$ cat config.mk
export PLATFORM = sky130hd
export DESIGN_NAME = rgb_frame_capture
export DESIGN_NICKNAME = d
export VERILOG_FILES = /design/src/rtl/video_pkg.sv /design/src/rtl/sync_edge_det.sv /design/src/rtl/rgb_frame_capture.sv
export SDC_FILE = /design/constraint.sdc
export NUM_CORES = 1
export LEC_CHECK = 0
export CORE_MARGIN = 2
export CORE_UTILIZATION = 45
export CTS_CLUSTER_DIAMETER = 100
export DETAILED_ROUTE_END_ITERATION = 8
export PLACE_DENSITY = 0.8
export SLEW_MARGIN = 5
export SYNTH_ARGS = -nofsm -noshare
export SYNTH_HDL_FRONTEND = slang
export SYNTH_HIERARCHICAL = 1
export SYNTH_SLANG_ARGS = --single-unit
$ cat constraint.sdc
create_clock -name clk -period 4.7 [get_ports clk]
set_input_delay 0.94 -clock clk [delete_from_list [all_inputs] [get_ports clk]]
set_output_delay 0.94 -clock clk [all_outputs]
set_load 0.03 [all_outputs]
$ cat src/rtl/video_pkg.sv
// Shared state encoding and pixel-format helper for the RGB frame capture path.
package video_pkg;

    typedef enum logic [1:0] {
        ST_IDLE,
        ST_WAIT_FRAME,
        ST_CAPTURE,
        ST_DONE
    } cap_state_t;

    // RGB565 -> RGB888 by zero-filling the low bits of each channel (no rounding).
    function automatic logic [23:0] rgb565_to_888(input logic [15:0] pix);
        return {pix[15:11], 3'b000, pix[10:5], 2'b00, pix[4:0], 3'b000};
    endfunction

endpackage

$ cat src/rtl/sync_edge_det.sv
// Single-register edge detector; FALLING selects which transition produces the pulse.
module sync_edge_det #(
    parameter bit FALLING = 1'b0
) (
    input  logic clk,
    input  logic rst_n,
    input  logic sig,
    output logic pulse
);

    logic sig_d;

    always_ff @(posedge clk or negedge rst_n) begin
        if (!rst_n) sig_d <= 1'b0;
        else        sig_d <= sig;
    end

    assign pulse = FALLING ? (sig_d & ~sig) : (sig & ~sig_d);

endmodule

$ cat src/rtl/rgb_frame_capture.sv
// Captures one selected RGB565 frame after arm and emits RGB888 writes at pixel*3 byte addresses.
//
//   state         | meaning
//   --------------+---------------------------------------------------------
//   ST_IDLE       | waiting for arm
//   ST_WAIT_FRAME | counting vs edges until frame FRAME_SEL starts
//   ST_CAPTURE    | writing pixels until V_ACTIVE lines or an early vs edge
//   ST_DONE       | one-cycle completion state, done pulses on entry
module rgb_frame_capture #(
    parameter int H_ACTIVE   = 800,
    parameter int V_ACTIVE   = 480,
    parameter int RGB_WIDTH  = 16,
    parameter int FRAME_SEL  = 1,
    parameter int ADDR_WIDTH = 21
) (
    input  logic                  clk,
    input  logic                  rst_n,
    input  logic                  arm,
    input  logic                  in_vs,
    input  logic                  in_de,
    input  logic [RGB_WIDTH-1:0]  in_data,
    output logic                  wr_en,
    output logic [ADDR_WIDTH-1:0] wr_addr,
    output logic [23:0]           wr_data,
    output logic                  busy,
    output logic                  done,
    output logic                  err,
    output logic [3:0]            frame_cnt
);
    import video_pkg::*;

    localparam int XW = $clog2(H_ACTIVE + 1);
    localparam int YW = $clog2(V_ACTIVE + 1);
    localparam logic [3:0] SEL_CNT   = 4'(FRAME_SEL);
    // Zero or out-of-range selections can never be matched by the 4-bit counter.
    localparam bit         SEL_VALID = (FRAME_SEL >= 1) && (FRAME_SEL <= 15);

    cap_state_t            state;
    logic [XW-1:0]         x;
    logic [YW-1:0]         y;
    logic                  vs_rise;
    logic                  de_fall;
    logic [3:0]            frame_cnt_nxt;
    logic [ADDR_WIDTH-1:0] pix_addr;

    sync_edge_det #(.FALLING(1'b0)) u_vs_edge (
        .clk   (clk),
        .rst_n (rst_n),
        .sig   (in_vs),
        .pulse (vs_rise)
    );

    sync_edge_det #(.FALLING(1'b1)) u_de_edge (
        .clk   (clk),
        .rst_n (rst_n),
        .sig   (in_de),
        .pulse (de_fall)
    );

    assign frame_cnt_nxt = frame_cnt + 4'd1;
    assign pix_addr = (ADDR_WIDTH'(y) * ADDR_WIDTH'(H_ACTIVE) + ADDR_WIDTH'(x)) * ADDR_WIDTH'(3);

    always_ff @(posedge clk or negedge rst_n) begin
        if (!rst_n) begin
            state     <= ST_IDLE;
            wr_en     <= 1'b0;
            wr_addr   <= '0;
            wr_data   <= '0;
            busy      <= 1'b0;
            done      <= 1'b0;
            err       <= 1'b0;
            frame_cnt <= '0;
            x         <= '0;
            y         <= '0;
        end else begin
            wr_en <= 1'b0;
            done  <= 1'b0;
            // arm wins over a coincident vs edge, so that edge is never counted
            if (arm) begin
                state     <= ST_WAIT_FRAME;
                busy      <= 1'b1;
                err       <= 1'b0;
                frame_cnt <= '0;
                x         <= '0;
                y         <= '0;
            end else begin
                if (busy && vs_rise) frame_cnt <= frame_cnt_nxt;
                case (state)
                    ST_IDLE: ;
                    ST_WAIT_FRAME: begin
                        if (vs_rise && SEL_VALID && (frame_cnt_nxt == SEL_CNT)) begin
                            state <= ST_CAPTURE;
                            x     <= '0;
                            y     <= '0;
                        end
                    end
                    ST_CAPTURE: begin
                        if (vs_rise) begin
                            state <= ST_DONE;
                            busy  <= 1'b0;
                            done  <= 1'b1;
                            err   <= 1'b1;
                        end else if (de_fall) begin
                            x <= '0;
                            y <= y + YW'(1);
                            if (x != XW'(H_ACTIVE)) err <= 1'b1;
                            if (y == YW'(V_ACTIVE - 1)) begin
                                state <= ST_DONE;
                                busy  <= 1'b0;
                                done  <= 1'b1;
                            end
                        end else if (in_de) begin
                            // Overlong lines are flagged but never written past the line end.
                            if (x < XW'(H_ACTIVE)) begin
                                wr_en   <= 1'b1;
                                wr_addr <= pix_addr;
                                wr_data <= rgb565_to_888(in_data[15:0]);
                                x       <= x + XW'(1);
                            end else begin
                                err <= 1'b1;
                            end
                        end
                    end
                    ST_DONE: state <= ST_IDLE;
                    default: state <= ST_IDLE;
                endcase
            end
        end
    end

endmodule

After elaboration in Yosys (flattened, before gate mapping):

Cells that the tools add are included.

* register bits after elaboration: 68
* logic and storage cells: 99
* output and inout port bits: 53
* input port bits: 21

* add/sub/neg operators: 4
* reductions and logical operators: 15
* muxes and demuxes: 43
* equal/unequal tests: 15
* order comparisons: 1
* multiply operators: 2
* bitwise logic cells: 7

Operator list (count)
* two-way mux 10 bit: 6
* two-way mux 9 bit: 4
* two-way mux 1 bit: 23
* multiplier 20 x 2 -> 21 bit, second input constant: 1
* adder 19 x 10 -> 20 bit: 1
* != test 4 bit, second input constant: 5
* one-hot mux 10 bit (2 select lines): 1
* one-hot mux 9 bit (2 select lines): 1
* multiplier 9 x 5 -> 14 bit, second input constant: 1
* AND reduction 4 bit: 3
* adder 10 x 1 -> 10 bit, second input constant: 1
* < comparator 10 bit, second input constant: 1
* two-way mux 2 bit: 5
* != test 10 bit, second input constant: 1
* adder 9 x 1 -> 9 bit, second input constant: 1
* == test 9 bit, second input constant: 1
* != test 3 bit, second input constant: 3
* nonzero test 3 bit: 3
* two-way mux 4 bit: 2
* nonzero test 4 bit: 2
* one-hot mux 2 bit (3 select lines): 1
* AND reduction 6 bit: 1
* NOT 1 bit: 5
* AND reduction 5 bit: 1
* 9 further kinds: 13

Logic depth before layout (Yosys ltp):

Gate-level depths: netlist (run 1).

* depth after elaboration: 7
* depth in mapped cells: 22
* gate-level depth less buffers: 21

By module:

The synthesis (run 1) kept the hierarchy.

Modules (own cells, without submodules)
* rgb_frame_capture: cells each 558, area an instance 4873.4 µm², times used 1
* sync_edge_det: cells each 2, area an instance 38.8 µm², times used 2

Least setup slack after synthesis (run 1):

No wires, ideal clock.

* path kind: flip-flop to flip-flop
* start point: register y[2]
* end point: register wr_addr[20]
* path slack: 0.123 ns
* stages on the path, launching flop included: 18
* data arrival time: 4.508 ns
* setup time: 0.069 ns
* data required time: 4.631 ns
* cell sequence: dfrtp_1 -> ha_1 -> ha_1 -> fa_1 -> ha_1 -> o21ai_0 -> nor2_1 -> nor4_2 -> nand4b_1 -> xnor2_1 -> inv_1 -> ha_1 -> a21oi_1 -> o21ai_0 -> o21ai_0 -> o31ai_1 -> or4b_1 -> nand3_1

* longest elaborated chain between the ends: 3

RTL lines
* from (decl): line rgb_frame_capture.sv:40 `logic [YW-1:0] y;`
* from (signal assigned): line rgb_frame_capture.sv:105 `y <= y + YW'(1);`
* multiplier 9 x 5 -> 14 bit: line rgb_frame_capture.sv:61 `assign pix_addr = (ADDR_WIDTH'(y) * ADDR_WIDTH'(H_ACTIVE) + ADDR_WIDTH'(x)) * ADDR_WIDTH'(3);`
* adder 19 x 10 -> 20 bit: line rgb_frame_capture.sv:61
* multiplier 20 x 2 -> 21 bit: line rgb_frame_capture.sv:61
* to (signal assigned): line rgb_frame_capture.sv:116 `wr_addr <= pix_addr;`
* to (decl): line rgb_frame_capture.sv:23 `output logic [ADDR_WIDTH-1:0] wr_addr,`

Every way passes these cells.
A chain may end at the register's enable or synchronous reset.

Worst setup path after layout (run 1):

Ends and elaborated chain as after synthesis.

==> results of run 1 <==
==> area by class of cell <==
class / count / area (µm²) / share of cell area
Timing Repair Buffer: 94 / 867 / 0.137
Tap cell: 140 / 175 / 0.0277
Sequential cell: 68 / 1700 / 0.269
Clock buffer: 9 / 124 / 0.0196
Multi-Input combinational cell: 447 / 3270 / 0.516
Clock inverter: 7 / 75.1 / 0.0119
Inverter: 32 / 120 / 0.0190
==> flip-flops by register name, indices dropped and copies added (netlist names) <==
register and cells:
u_de_edge/sig_d 1, y 9, wr_en 1, state 2
frame_cnt 4, err 1, x 10, u_vs_edge/sig_d 1
busy 1, wr_addr 21, wr_data 16, done 1
==> final timing paths <==
path	start	endpoint	cells past startpoint
worst min register to register	wr_addr[1]	wr_addr[1]	2
worst max register to register	y[2]	wr_addr[20]	17
max in group asynchronous	rst_n	done	2
worst max-delay path	y[2]	wr_addr[20]	17
min in group asynchronous	rst_n	wr_addr[19]	1
worst min-delay path	wr_addr[1]	wr_addr[1]	2
==> cell usage in the layout (no fill, tap or decap), types with 22 or more instances in the layout <==
cell type        count
ha_1                51
xnor2_1             22
dfrtp_1             68
buf_4               28
nor2_1              40
xor2_1              22
nand2_1             99
inv_1               31
a21oi_1             25
clkdlybuf4s50_1     64
o21ai_0             28
==> worst reg2reg max path, cell delays in order, from the launching register on <==
cell and delay (ps):
dfrtp_1 440, ha_1 320, ha_1 310, fa_1 530
ha_4 240, o21ai_4 160, nor2_1 90, nor4_2 340
nand2b_1 190, xnor2_4 210, ha_4 180, or4_1 510
o221ai_1 140, o21ai_2 140, o21ai_0 130, o31ai_1 160
or4b_1 490, nand3_1 100
==> layer usage <==
layer	global-route usage	share of wire	vias to the layer above	wire length, µm
met5	0	0	-	0
met4	0.0403	0.0080	0	90
met3	0.0454	0.061	10	692
met2	0.328	0.49	129	5540
met1	0.235	0.44	2010	4930
li1	-	-	2088	-
==> power by group <==
group	internal (µW)	switching, µW
logic	69.0	104
registers	609	15.7
clock network	248	241
==> what timing repair did <==
action                     4_1_cts  5_1_grt
hold buffers                     0        0
resized for setup                4       38
pin swaps                        2       19
buffers inserted                 3       12
setup endpoints to repair        4        6
cloned                           0        0
==> per-stage QoR <==
step / area, µm² / setup TNS (ps) / worst slack [ps] / hold WS, ps
finish: 6330 / -25.5 / -25.5 / 477
global route: 6330 / -460 / -156 / 507
CTS: 6020 / 0 / 3.09 / 483
detailed placement: 5790 / -283 / -140 / 463
global placement: 5790 / 0 / 78.1 / 456
floorplan: 4980 / 0 / 123 / 496
==> cell families after synthesis <==
| family | Yosys count | synth area share |
|---|---|---|
| other cells | 1 | 0.000757 |
| compound gates | 108 | 0.138 |
| buf+inv | 54 | 0.0478 |
| simple gates | 213 | 0.202 |
| xor+xnor | 53 | 0.0953 |
| fa+ha+maj | 63 | 0.168 |
| mux | 2 | 0.00404 |
| flops | 68 | 0.344 |
==> impl_metrics.yaml, run 1 <==
route:
  routed_via_density: 5.32
  count_of_unresolved_drc_violations_after_routing: 0
  drt-pass1-iter-count: 5
  wl_um: 11300
  detailedRoute.firstIterationViolations: 212
  routed_wire_length_per_instance_um: 14.1
  vias: 4237
  antenna_left: 0
critical_path:
  worstPathCellList: "ha_1 -> ha_1 -> fa_1 -> ha_4 -> o21ai_4 -> nor2_1 -> nor4_2 -> nand2b_1 -> xnor2_4 -> ha_4 -> or4_1 -> o221ai_1 -> o21ai_2 -> o21ai_0 -> o31ai_1 -> or4b_1 -> nand3_1"
  setup.worst_path.class: "reg -> reg"
  timing.critical_path.arrival_ps: 5000
  critPathBufInv: 0
  worst_path_largest_cell_delay_ps: 530
  critical_path.startpoint_type: "flop"
  critPathSlowestCell: "fa_1"
  end_kind: "flop"
  path_delay_family: "simple AND/OR/NAND/NOR gates"
  critical_path_required_ps: 4970
  reg2reg_setup_slack_ps: -30
  highest_net_fanout_along_the_worst_path: 5
floorplanning:
  design.die.area_um2: 11900
  floorplan.die.width_um: 109
  core.rowCount: 38
  design.portCount: 74
  starting_density_of_the_core: 0.459
  core-area_um2: 10800
  fp.dieH_um: 109
sta:
  period_share: 1.01
  final.setup_skew_ps: 14.6
  slew_headroom: 0.384
  number_of_slew_limit_violations_in_the_final_report: 0
  tightest_slew_ps: 924
  final-setup-viol-count: 1
  fmaxAchievable_ghz: 0.212
  final_critical_path_required_period_ps: 4730
  worst_slack_ps: -25.5
  grt_setup_unrepaired: "yes"
  hold_violations: 0
synthesis:
  ys_seq_elements: 68
  synth_enable_flop_cells: 0
  yosys.cell_count.top_type: "nand2_1"
  netlist_instances: 562
  netlist_top_cells_area: "dfrtp_1 34%, ha_1 14%, nand2_1 7.5%"
  yosys_warns: 6
  synth_common_cells: "99 x nand2_1, 68 x dfrtp_1, 57 x ha_1"
  synth_area_leader_cell: "dfrtp_1"
  synth-main-ff-cell: "dfrtp_1"
  async_reset_ff_frac: 1.00
  syn-cell-area_um2: 4950
  synth_sequential_area_ratio: 0.344
  synthesis.area_per_instance_um2: 8.81
  synth.distinct_cells: 57
  yosysTopAreaCellShare: 0.344
place:
  post-dp-hpwl_um: 7910
  buffer_ports.inserted: 65
  numPlacedInstances: 766
  gp_routability_congestion: 0.871
global_routing:
  groute.usage.overall: 0.188
  grt_antenna_before_repair: 0
  global_route_wire_length_before_repair_um: 18300
  first_global_vias: 4134
  global_route.overflow_total: 0
  grt_max_degree: 57
min_path:
  timing.hold.worst.class: "reg -> reg"
clock_tree:
  cts-buffers-inserted: 9
  numClockSinks: 68
  h-tree-depth: 3
  cts-root-buf: "clkbuf_8"
  cts_tree: "done"
  insertion_delay_of_the_later_clocked_pin_in_the_worst_skew_pair_ps: 340
  clk_transition_reported_paths_ps: 80
  clockBufferDepth: 2
cells_and_area:
  num-fill-cells: 906
  num_antenna_cells: 0
  post_layout_utilization_of_the_core: 0.587
  nets: 736
  drive_above_1_share: 0.135
  area_delta_synth_final_pct: 28.0
  stdcell_count: 797
job:
  max_cap_viol_count: 0
power_and_ir_drop:
  ir_worst_vdd_v: 0.000165
  power.static_leakage_uw: 0.00307
  power.density_nw_per_um2: 203
  total_power_uw: 1290
outcome:
  status: "complete, but fails checks"
  failed_checks: "setup timing"
(Power assumes the default switching activity.)
==> run 2: changes to the inputs <==
Settings changed: CORE_UTILIZATION 45 to 35, PLACE_DENSITY 0.8 to 0.67.
==> impl_metrics.yaml, run 2 (same netlist as run 1, synthesis figures left out) <==
place:
  gp_routability_congestion: 0.808
  post-dp-hpwl_um: 8070
  buffer_ports.inserted: 65
  setup_ws_pre_cts_ps: -136
sta:
  worst_slack_ps: 152
  slew_headroom: 0.480
  worst_hold_slack_ps: 474
  final_critical_path_required_period_ps: 4550
  final.setup_skew_ps: 4.37
  hold_violations: 0
  period_share: 0.968
  fmaxAchievable_ghz: 0.220
  final-setup-viol-count: 0
  number_of_slew_limit_violations_in_the_final_report: 0
  tightest_slew_ps: 779
cells_and_area:
  regMostFlops: "wr_addr"
  layout_top_registers: "wr_addr: 21 flops, wr_data: 16 flops, x: 10 flops"
  layout_common_cells: "99 x nand2_1, 66 x dfrtp_1, 64 x clkdlybuf4s50_1"
  largest_register_ffs: 21
  area_delta_synth_final_pct: 28.9
  final_common_cell: "nand2_1"
  num_antenna_cells: 0
  nets: 731
  drive_above_1_share: 0.121
  post_layout_utilization_of_the_core: 0.462
critical_path:
  critical_path.startpoint_type: "flop"
  critPathSlowestCell: "or4b_4"
  ff2ff_path_depth: 19
  worst_r2r_startpoint: "y[3]"
  crit-reg2reg-capture: "wr_addr[20]"
  end_kind: "flop"
  critical_path_end: "wr_addr[20]"
  critical_path_source: "y[3]"
  critical_path_required_ps: 4900
  worstPathCellList: "ha_1 -> ha_1 -> inv_1 -> fa_1 -> inv_1 -> ha_4 -> or2_2 -> o21ai_0 -> xnor2_1 -> buf_4 -> nand2_1 -> or4b_4 -> o21a_1 -> or2_4 -> ha_4 -> nor3_1 -> a211oi_1 -> o21bai_1 -> nand3_1"
  reg2reg_setup_slack_ps: 150
  highest_net_fanout_along_the_worst_path: 5
  setup.worst_path.class: "reg -> reg"
  worst_path_largest_cell_delay_ps: 530
  timing.critical_path.arrival_ps: 4750
floorplanning:
  design.portCount: 74
  floorplan.die.width_um: 123
  starting_density_of_the_core: 0.358
  design.die.area_um2: 15100
  core-area_um2: 13800
  fp.dieH_um: 123
  core.rowCount: 43
global_routing:
  groute.usage.overall: 0.145
  global_route_wire_length_before_repair_um: 17800
  grt_antenna_before_repair: 0
  global_route.overflow_total: 0
  grt_max_degree: 56
  first_global_vias: 4036
power_and_ir_drop:
  power.density_nw_per_um2: 228
  power.static_leakage_uw: 0.00306
  total_power_uw: 1450
  ir_worst_vdd_v: 0.000162
clock_tree:
  clockBufferDepth: 2
  cts-root-buf: "clkbuf_16"
  cts_tree: "done"
  clk_transition_reported_paths_ps: 50
  insertion_delay_of_the_later_clocked_pin_in_the_worst_skew_pair_ps: 330
  cts-buffers-inserted: 9
  numClockSinks: 68
  h-tree-depth: 3
route:
  routed_via_density: 4.95
  wl_um: 10700
  antenna_left: 0
  routed_wire_length_per_instance_um: 12.9
  count_of_unresolved_drc_violations_after_routing: 0
  drt-pass1-iter-count: 4
  vias: 4117
  detailedRoute.firstIterationViolations: 220
min_path:
  timing.hold.worst.class: "reg -> reg"
outcome:
  status: "finished clean"
job:
  max_cap_viol_count: 0
## run 2: per-stage QoR
| stage | instances | area (µm²) | TNS, ps |
|---|---|---|---|
| detailed placement | 810 | 5870 | -455 |
| CTS | 828 | 6200 | -5.02 |
| global placement | 810 | 5870 | 0 |
| finish | 832 | 6380 | 0 |
| global route | 832 | 6380 | -13.1 |
| floorplan | 569 | 4980 | 0 |
## run 2: how the worst min path moves through the flow
| stage | start | to | slack, ps | cells past startpoint |
|---|---|---|---|---|
| 2_1_floorplan | x[0] | x[0] | 500 | 1 |
| 3_3_place_gp | wr_data[12] | wr_data[12] | 460 | 2 |
| 3_5_place_dp | wr_data[5] | wr_data[5] | 460 | 2 |
| 4_1_cts | wr_data[5] | wr_data[5] | 480 | 2 |
| 5_1_grt | wr_data[3] | wr_data[3] | 500 | 2 |
| 6_report | wr_data[3] | wr_data[3] | 470 | 2 |
## run 2: cell type report
class	count	area, µm²
inverter	32	120
fill	1285	7440
timing repair buffer	89	826
multi-input combinational	447	3210
sequential	68	1700
clock buffer	10	229
tap	180	225
clock inverter	6	63.8
## run 2: power by group
group	internal, µW	switching (µW)	leakage [µW]
clock network	410	242	0.000139
logic	69.2	104	0.00199
registers	611	16.4	0.000925
total	1090	363	0.00306
## run 2: per-layer routing
layer / routed length, µm / track usage / vias up
met5: 0 / 0 / -
met4: 94 / 0.0431 / 0
met3: 650 / 0.0332 / 11
met2: 5140 / 0.251 / 113
met1: 4810 / 0.180 / 1912
li1: - / - / 2081
## run 2: worst max-delay path, delay by kind of cell (launching register included)
| kind | cells | cell delay, ps |
|---|---|---|
| XOR/XNOR | 1 | 140 |
| buffers and inverters | 3 | 270 |
| adder cells (fa/ha/maj) | 5 | 1640 |
| flip-flops | 1 | 430 |
| AO/OA/AOI/OAI | 4 | 650 |
| AND/OR/NAND/NOR | 6 | 1300 |
## run 2: repair_timing
| item | CTS | global route |
|---|---|---|
| pin swaps | 3 | 12 |
| hold buffers | 0 | 0 |
| endpoints found under the hold margin | 0 | 0 |
| setup endpoints to repair | 4 | 6 |
| cloned | 0 | 0 |
| buffers inserted | 2 | 4 |
| gates resized for setup | 5 | 29 |
==> run 3: changes to the inputs <==
Settings changed: ABC_CLOCK_PERIOD_IN_PS set to 4700, SLEW_MARGIN 5 to not set.
==> results of run 3 <==
Same layout as run 2: the final DEF is identical, and so are final timing and power.
